**config.mk**
```make
export PLATFORM = sky130hd
export DESIGN_NAME = blink_meter
export DESIGN_NICKNAME = d
export VERILOG_FILES = /design/src/rtl/blink_meter.sv
export SDC_FILE = /design/constraint.sdc
export NUM_CORES = 1
export LEC_CHECK = 0
export ABC_AREA = 0
export CORE_MARGIN = 4
export CORE_UTILIZATION = 63
export CTS_BUF_LIST = sky130_fd_sc_hd__clkbuf_2 sky130_fd_sc_hd__clkbuf_4 sky130_fd_sc_hd__clkbuf_8
export DETAILED_ROUTE_END_ITERATION = 7
export HOLD_SLACK_MARGIN = 0.02
export PLACE_DENSITY = 0.91
export SLEW_MARGIN = 20
export SYNTH_ARGS = -nofsm -noshare
export SYNTH_HDL_FRONTEND = slang
export SYNTH_SLANG_ARGS = --single-unit
```
**constraint.sdc**
```tcl
create_clock -name CLOCK_50 -period 4.1 [get_ports CLOCK_50]
set_input_delay 1.025 -clock CLOCK_50 [delete_from_list [all_inputs] [get_ports CLOCK_50]]
set_output_delay 1.025 -clock CLOCK_50 [all_outputs]
set_load 0.05 [all_outputs]
```
**src/rtl/blink_meter.sv**
```systemverilog
// blink_meter: receives an external square wave, synchronises and glitch-filters
// it, measures each half-period in clock cycles and reports lock when
// consecutive half-periods agree within TOL. LEDG shows lock and filtered level.
module blink_meter #(
    parameter int CNT_W   = 32,
    parameter int FILTER  = 16,
    parameter int TOL     = 1000,
    parameter int TIMEOUT = 100000000
) (
    input  logic             CLOCK_50,
    input  logic             reset,
    input  logic             blink_in,
    output logic [CNT_W-1:0] half_period,
    output logic             meas_valid,
    output logic             locked,
    output logic             lost,
    output logic [1:0]       LEDG
);

    localparam int FC_W = (FILTER < 2) ? 1 : $clog2(FILTER);

    typedef enum logic [1:0] {
        S_IDLE,
        S_ARMED,
        S_TRACK
    } state_t;

    logic             r_sync1;
    logic             r_sync2;
    logic             r_f;
    logic [FC_W-1:0]  r_fc;
    logic [CNT_W-1:0] r_cnt;
    logic [CNT_W-1:0] r_prev;
    logic [CNT_W-1:0] r_half_period;
    logic             r_meas_valid;
    logic             r_locked;
    logic             r_lost;
    state_t           r_state;

    logic             w_e;
    logic [CNT_W-1:0] w_cnt_inc;
    logic [CNT_W-1:0] w_diff;
    state_t           w_state_next;
    logic [CNT_W-1:0] w_cnt_next;
    logic [CNT_W-1:0] w_prev_next;
    logic [CNT_W-1:0] w_half_period_next;
    logic             w_meas_valid_next;
    logic             w_locked_next;
    logic             w_lost_next;

    // Two-flop synchroniser for the asynchronous input.
    always_ff @(posedge CLOCK_50 or posedge reset) begin
        if (reset) begin
            r_sync1 <= 1'b0;
            r_sync2 <= 1'b0;
        end else begin
            r_sync1 <= blink_in;
            r_sync2 <= r_sync1;
        end
    end

    // Edge event: the filter has seen FILTER consecutive disagreeing samples.
    always_comb begin
        w_e = (r_sync2 != r_f) && (r_fc == FC_W'(FILTER - 1));
    end

    // Glitch filter: toggle the filtered level only after a long enough disagreement.
    always_ff @(posedge CLOCK_50 or posedge reset) begin
        if (reset) begin
            r_f  <= 1'b0;
            r_fc <= '0;
        end else if (r_sync2 == r_f) begin
            r_fc <= '0;
        end else if (w_e) begin
            r_f  <= ~r_f;
            r_fc <= '0;
        end else begin
            r_fc <= r_fc + FC_W'(1);
        end
    end

    // Saturating increment and unsigned magnitude difference against the previous measurement.
    always_comb begin
        w_cnt_inc = (r_cnt == {CNT_W{1'b1}}) ? r_cnt : r_cnt + CNT_W'(1);
        w_diff    = (r_cnt >= r_prev) ? (r_cnt - r_prev) : (r_prev - r_cnt);
    end

    // Measurement FSM next-state and next-output logic; an edge beats a coincident timeout.
    always_comb begin
        w_state_next       = r_state;
        w_cnt_next         = r_cnt;
        w_prev_next        = r_prev;
        w_half_period_next = r_half_period;
        w_meas_valid_next  = 1'b0;
        w_locked_next      = r_locked;
        w_lost_next        = 1'b0;
        case (r_state)
            S_IDLE: begin
                w_cnt_next = '0;
                if (w_e) begin
                    w_state_next = S_ARMED;
                    w_cnt_next   = CNT_W'(1);
                end
            end
            S_ARMED, S_TRACK: begin
                if (w_e) begin
                    w_state_next       = S_TRACK;
                    w_cnt_next         = CNT_W'(1);
                    w_half_period_next = r_cnt;
                    w_prev_next        = r_cnt;
                    w_meas_valid_next  = 1'b1;
                    if (r_state == S_TRACK) begin
                        w_locked_next = (w_diff <= CNT_W'(TOL));
                    end
                end else if (r_cnt == CNT_W'(TIMEOUT)) begin
                    w_state_next  = S_IDLE;
                    w_cnt_next    = '0;
                    w_locked_next = 1'b0;
                    w_lost_next   = 1'b1;
                end else begin
                    w_cnt_next = w_cnt_inc;
                end
            end
            default: begin
                w_state_next = S_IDLE;
                w_cnt_next   = '0;
            end
        endcase
    end

    // Measurement FSM state and registered outputs.
    always_ff @(posedge CLOCK_50 or posedge reset) begin
        if (reset) begin
            r_state       <= S_IDLE;
            r_cnt         <= '0;
            r_prev        <= '0;
            r_half_period <= '0;
            r_meas_valid  <= 1'b0;
            r_locked      <= 1'b0;
            r_lost        <= 1'b0;
        end else begin
            r_state       <= w_state_next;
            r_cnt         <= w_cnt_next;
            r_prev        <= w_prev_next;
            r_half_period <= w_half_period_next;
            r_meas_valid  <= w_meas_valid_next;
            r_locked      <= w_locked_next;
            r_lost        <= w_lost_next;
        end
    end

    // Output mapping; LEDG is a direct view of the registered lock and filtered level.
    always_comb begin
        half_period = r_half_period;
        meas_valid  = r_meas_valid;
        locked      = r_locked;
        lost        = r_lost;
        LEDG        = {r_f, r_locked};
    end

endmodule

```
# Yosys cells after proc, flatten, opt, wreduce, memory -nomap -nowiden
# Cells that the tools add are included.
# W data, S select, Z words.
dict set report totals {
  ff_bits 76
  out_inout_bits 37
  wordCells 57
}
dict set report classes {
  add_sub_neg 4
  magnitude_cmp 2
  n_eq_ne 11
  n_mux 20
  bitwise 2
  n_reduce_logical 8
}
# operator n
set ops {}
lappend ops {{$mux W32} 4}
lappend ops {{$pmux W32 S2} 1}
lappend ops {{$sub A32 B32 Y32} 2}
lappend ops {{$add A32 B1 Y32 const B} 1}
lappend ops {{$eq A32 B27 Y1 const B} 1}
lappend ops {{$eq A32 B32 Y1 const B} 1}
lappend ops {{$ge A32 B32 Y1} 1}
lappend ops {{$le A32 B10 Y1 const B} 1}
lappend ops {{$mux W1} 9}
lappend ops {{$mux W4} 2}
lappend ops {{$mux W2} 3}
lappend ops {{$reduce_and A2 Y1} 3}
lappend ops {{$add A4 B1 Y4 const B} 1}
lappend ops {{$eq A4 B4 Y1 const B} 1}
lappend ops {{$ne A4 B4 Y1 const B} 1}
lappend ops {{$pmux W2 S2} 1}
lappend ops {{$ne A3 B3 Y1 const B} 1}
lappend ops {{$reduce_and A3 Y1} 1}
lappend ops {{$eq A2 B1 Y1 const B} 1}
lappend ops {{$eq A2 B2 Y1 const B} 1}
lappend ops {{$logic_not A2 Y1} 1}
lappend ops {{$ne A2 B1 Y1 const B} 1}
lappend ops {{$ne A2 B2 Y1 const B} 1}
lappend ops {{$not A1 Y1} 2}
lappend ops {{other kinds (5)} 5}

# Longest topological paths before layout
dict set report depth {
  depth_word 5
  ltp_mapped 15
}

# Least setup slack after synthesis
# No wires, ideal clock.
dict set report synth_timing {
  path_type {reg2reg}
  startpoint {register half_period[3] (netlist name)}
  endpoint {register r_locked (netlist: locked)}
  setup_time_ns 0.095
  arrival_time_ns 3.270
  t_required_ns 4.005
  path_slack_ns 0.735
  stages_incl_launch_ff 13
  n_path_buf 0
  path_cell_list {dfrtp_1 -> inv_1 -> ha_1 -> a21oi_4 -> nor3b_2 -> a211oi_1 -> o21a_1 -> or4_1 -> o2bb2ai_1 -> or4_4 -> nor3b_2 -> o32ai_1 -> o31ai_1}
}
# item line_no
set synth_rtl {}
lappend synth_rtl {{end signal, assigned} 147} ;# r_locked <= w_locked_next;
lappend synth_rtl {{end, declared} 36} ;# logic r_locked;

==> metrics.txt <==
reg2reg setup slack=0.30 ns; Lkg Pwr=between 3 and 4 nW; Clock Latency Late Sink=about 0.4 ns; Psw=about 360 uW; final core utilization=0.7062; gpl congestion=roughly 1.0; via count=7637; TNS Setup=0 ns; DPL Wire Length=18670 um; Area contributors post-synth=dfrtp_1 (26%), ha_1 (12%), o21ai_0 (5.7%), nand2_1 (5.1%), a21oi_1 (4.7%); ANT nets after route=0; logic gate share of total power=0.020; Slowest Stage Delay on Critical Path=0.60 ns; CTS Buf Count=9; Main synth FF type=dfrtp_1; post-synth top area share=0.2601; max frequency=approximately 260 MHz; Synth area leader=dfrtp_1; initial core utilization=0.6431; Initial DRT Pass Iterations=7; Yosys cell types=a little over 80; gr usage total=0.3663; WHS Endpoint=r_sync2; Final Hold Fails=0; IO Pins=40; reg2reg start=half_period[17]; CTS Hold Bufs=0; Post-CTS Setup Bufs=0; Arr. time, crit path=just over 4 ns; GR Overflow Total=0; IO Port Bufs=39; routed len/inst=21.53 um; Internal Power=approximately 990 uW; post-synthesis register bit count=76; H-tree depth=3; Post-synth EDFFs=0; endpoints failing setup=0; clock share of power=0.421; Final min period=about 3.8 ns; DRT Wirelength=roughly 24000 um; vias in the first global route=~7000; Setup crit end kind=flip-flop; hold_sp=r_sync1; Die Footprint=~0.013 mm^2; Seq/Total Area, Yosys=0.2601; max cap viols=0; async set or reset register ratio after synthesis=1.000; Worst slew margin=0.4689; RSZ-0062 raised after global routing=false; Ys Warns=0; Final Non-Filler Cells=approximately 1100; # diodes=0; Post-Synthesis Cells=934; Power Density=168.2 mW/mm^2; clock sinks=76; Area growth, synth to finish=9.805%; Starting DRT DRC Count=~900; # DRC=0; Die Wd=115.7 um; Post-Syn Area per Cell=between 7 and 8 um^2; Period Utilization, post-route=0.9266; Crit Path Category=reg -> reg; Longest Clk Path Bufs=2; vias per cell=6.849; Placed Cells=1100; worst endpoint required time=roughly 4.4 ns; Root Buffer=clkbuf_8; fraction of layout instances using a drive strength above 1=0.07819; NumNets Final=between 1000 and 1500; CTS tree=yes; Slowest-stage cell, CP=nor3_2; Worst Hold Class=reg -> reg; Die Height=115.7 um; CP Cell Sequence=inv_1, ha_1, a21oi_1, o21ai_1, a21oi_1, nor2_1, nor3_2, o21ai_1, or4_4, nor3b_2, o32ai_1, o31ai_1; Sw Share=0.2647; R2R cell count=12; reg2reg end=locked; worst slew pin tran=between 0.7 and 0.8 ns; synthesized area=~0.0073 mm^2; hold path depth=0; first-pass GRT wire length=37850 um; Slew Viols, Final=0; Peak VDD IR=0.2677 mV; initial antenna violation count=0; outcome=complete, no violations; Final Skew=around 0.019 ns; sequential share of power=0.559; row count=39; Setup crit start kind=flip-flop; core area=about 0.011 mm^2; clk slew on worst S/H paths=~0.10 ns; crit path max fanout=9; syn nets=about 1000; largest net degree at the start of global routing=66
## power by group through the flow
stage | registers [mW] | clock network, mW | logic (mW)
2_1_floorplan | 0.770 | 0 | 0.0173
6_report | 0.755 | 0.569 | 0.0267
3_5_place_dp | 0.770 | 0 | 0.0279
4_1_cts | 0.755 | 0.562 | 0.0277
3_3_place_gp | 0.770 | 0 | 0.0265
5_1_grt | 0.756 | 0.598 | 0.0306
## logic make-up after synthesis
| logic type | synth area share |
|---|---|
| fa+ha+maj | 0.1181 |
| compound gates | 0.2567 |
| buf+inv | 0.07084 |
| simple gates | 0.2183 |
| flops | 0.2601 |
| mux | 0.01010 |
| xor+xnor | 0.06588 |
## state kept, by name, indices dropped and copies added, names as in the netlist
signal	count
r_sync1	1
r_f	1
r_sync2	1
lost	1
r_fc	4
r_cnt	32
r_state	2
half_period	32
meas_valid	1
locked	1
## Yosys cell counts, types with 6 or more instances
| library cell | n |
|---|---|
| nand3_1 | 31 |
| xnor2_1 | 38 |
| nor2_1 | 55 |
| and2_1 | 8 |
| a21oi_2 | 6 |
| a211oi_1 | 9 |
| a21oi_1 | 69 |
| inv_1 | 78 |
| dfrtp_1 | 76 |
| clkbuf_1 | 16 |
| or4_1 | 6 |
| xor2_1 | 17 |
| a31oi_1 | 8 |
| and3_1 | 10 |
| o21ai_0 | 83 |
| o21ai_1 | 11 |
| ha_1 | 69 |
| and4_1 | 7 |
| o211ai_1 | 8 |
| nor2b_1 | 7 |
| a21o_1 | 13 |
| nand2_1 | 99 |
| nand4_1 | 16 |
| buf_4 | 7 |
| buf_2 | 11 |
| or3_1 | 10 |
| nor4_1 | 11 |
| o21a_1 | 12 |
| nor3_1 | 31 |
## layout make-up
type | count | area, um^2
timing repair buffer | 64 | 578.1
clock buffer | 10 | 137.6
tap | 143 | 178.9
clock inverter | 5 | 36.28
sequential | 76 | 1902
multi-input combinational | 739 | 4902
inverter | 78 | 294.0
fill | 900 | 3341
## layout by cell type (no fill, tap or decap), drive strengths merged, types with 31 or more instances in the layout
cell type and n:
ha 69, clkdlybuf4s50 39, xnor2 38, nor3 31, nand3 31, inv 78
o21ai 95, nor2 56, nand2 100, a21oi 76, dfrtp 76
## what timing repair did
| item | 4_1_cts | 5_1_grt |
|---|---|---|
| endpoints found under the setup margin | 0 | 1 |
| hold endpoints to repair | 0 | 0 |
| gates resized for setup | 0 | 1 |
## worst max-delay path: cells and delay by family (launching register included)
kind	cells	cell delay [ns]
adders and majority gates	1	0.31
and+or+nand+nor	4	1.40
AOI/OAI and AO/OA	6	1.52
buffers and inverters	1	0.07
DFF	1	0.42
## metal layers
metal | up-vias | part of all wire | global-route usage
li1 | 3419 | - | -
met1 | 3611 | 0.42 | 0.5235
met2 | 528 | 0.44 | 0.5656
met3 | 79 | 0.11 | 0.06423
met4 | 0 | 0.034 | 0.1214
met5 | - | 0 | 0
## metrics by stage
stage / cell area, um^2 / total power [mW] / setup WS (ns) / hold slack [ns]
floorplan: 7312 / 0.7868 / 0.7347 / 0.3312
global placement: 7851 / 0.7966 / 0.5461 / 0.3475
detailed placement: 7851 / 0.7981 / 0.3912 / 0.3378
CTS: 8025 / 1.345 / 0.3912 / 0.3660
global route: 8029 / 1.384 / 0.03041 / 0.3764
finish: 8029 / 1.351 / 0.3008 / 0.3692
## how the worst max path moves through the flow
stage | from | endpoint
finish | half_period[17] | locked
detailed placement | r_cnt[6] | locked
global route | half_period[19] | locked
global placement | r_cnt[6] | locked
CTS | r_cnt[6] | locked
floorplan | half_period[3] | locked
(Power assumes the default switching activity.)
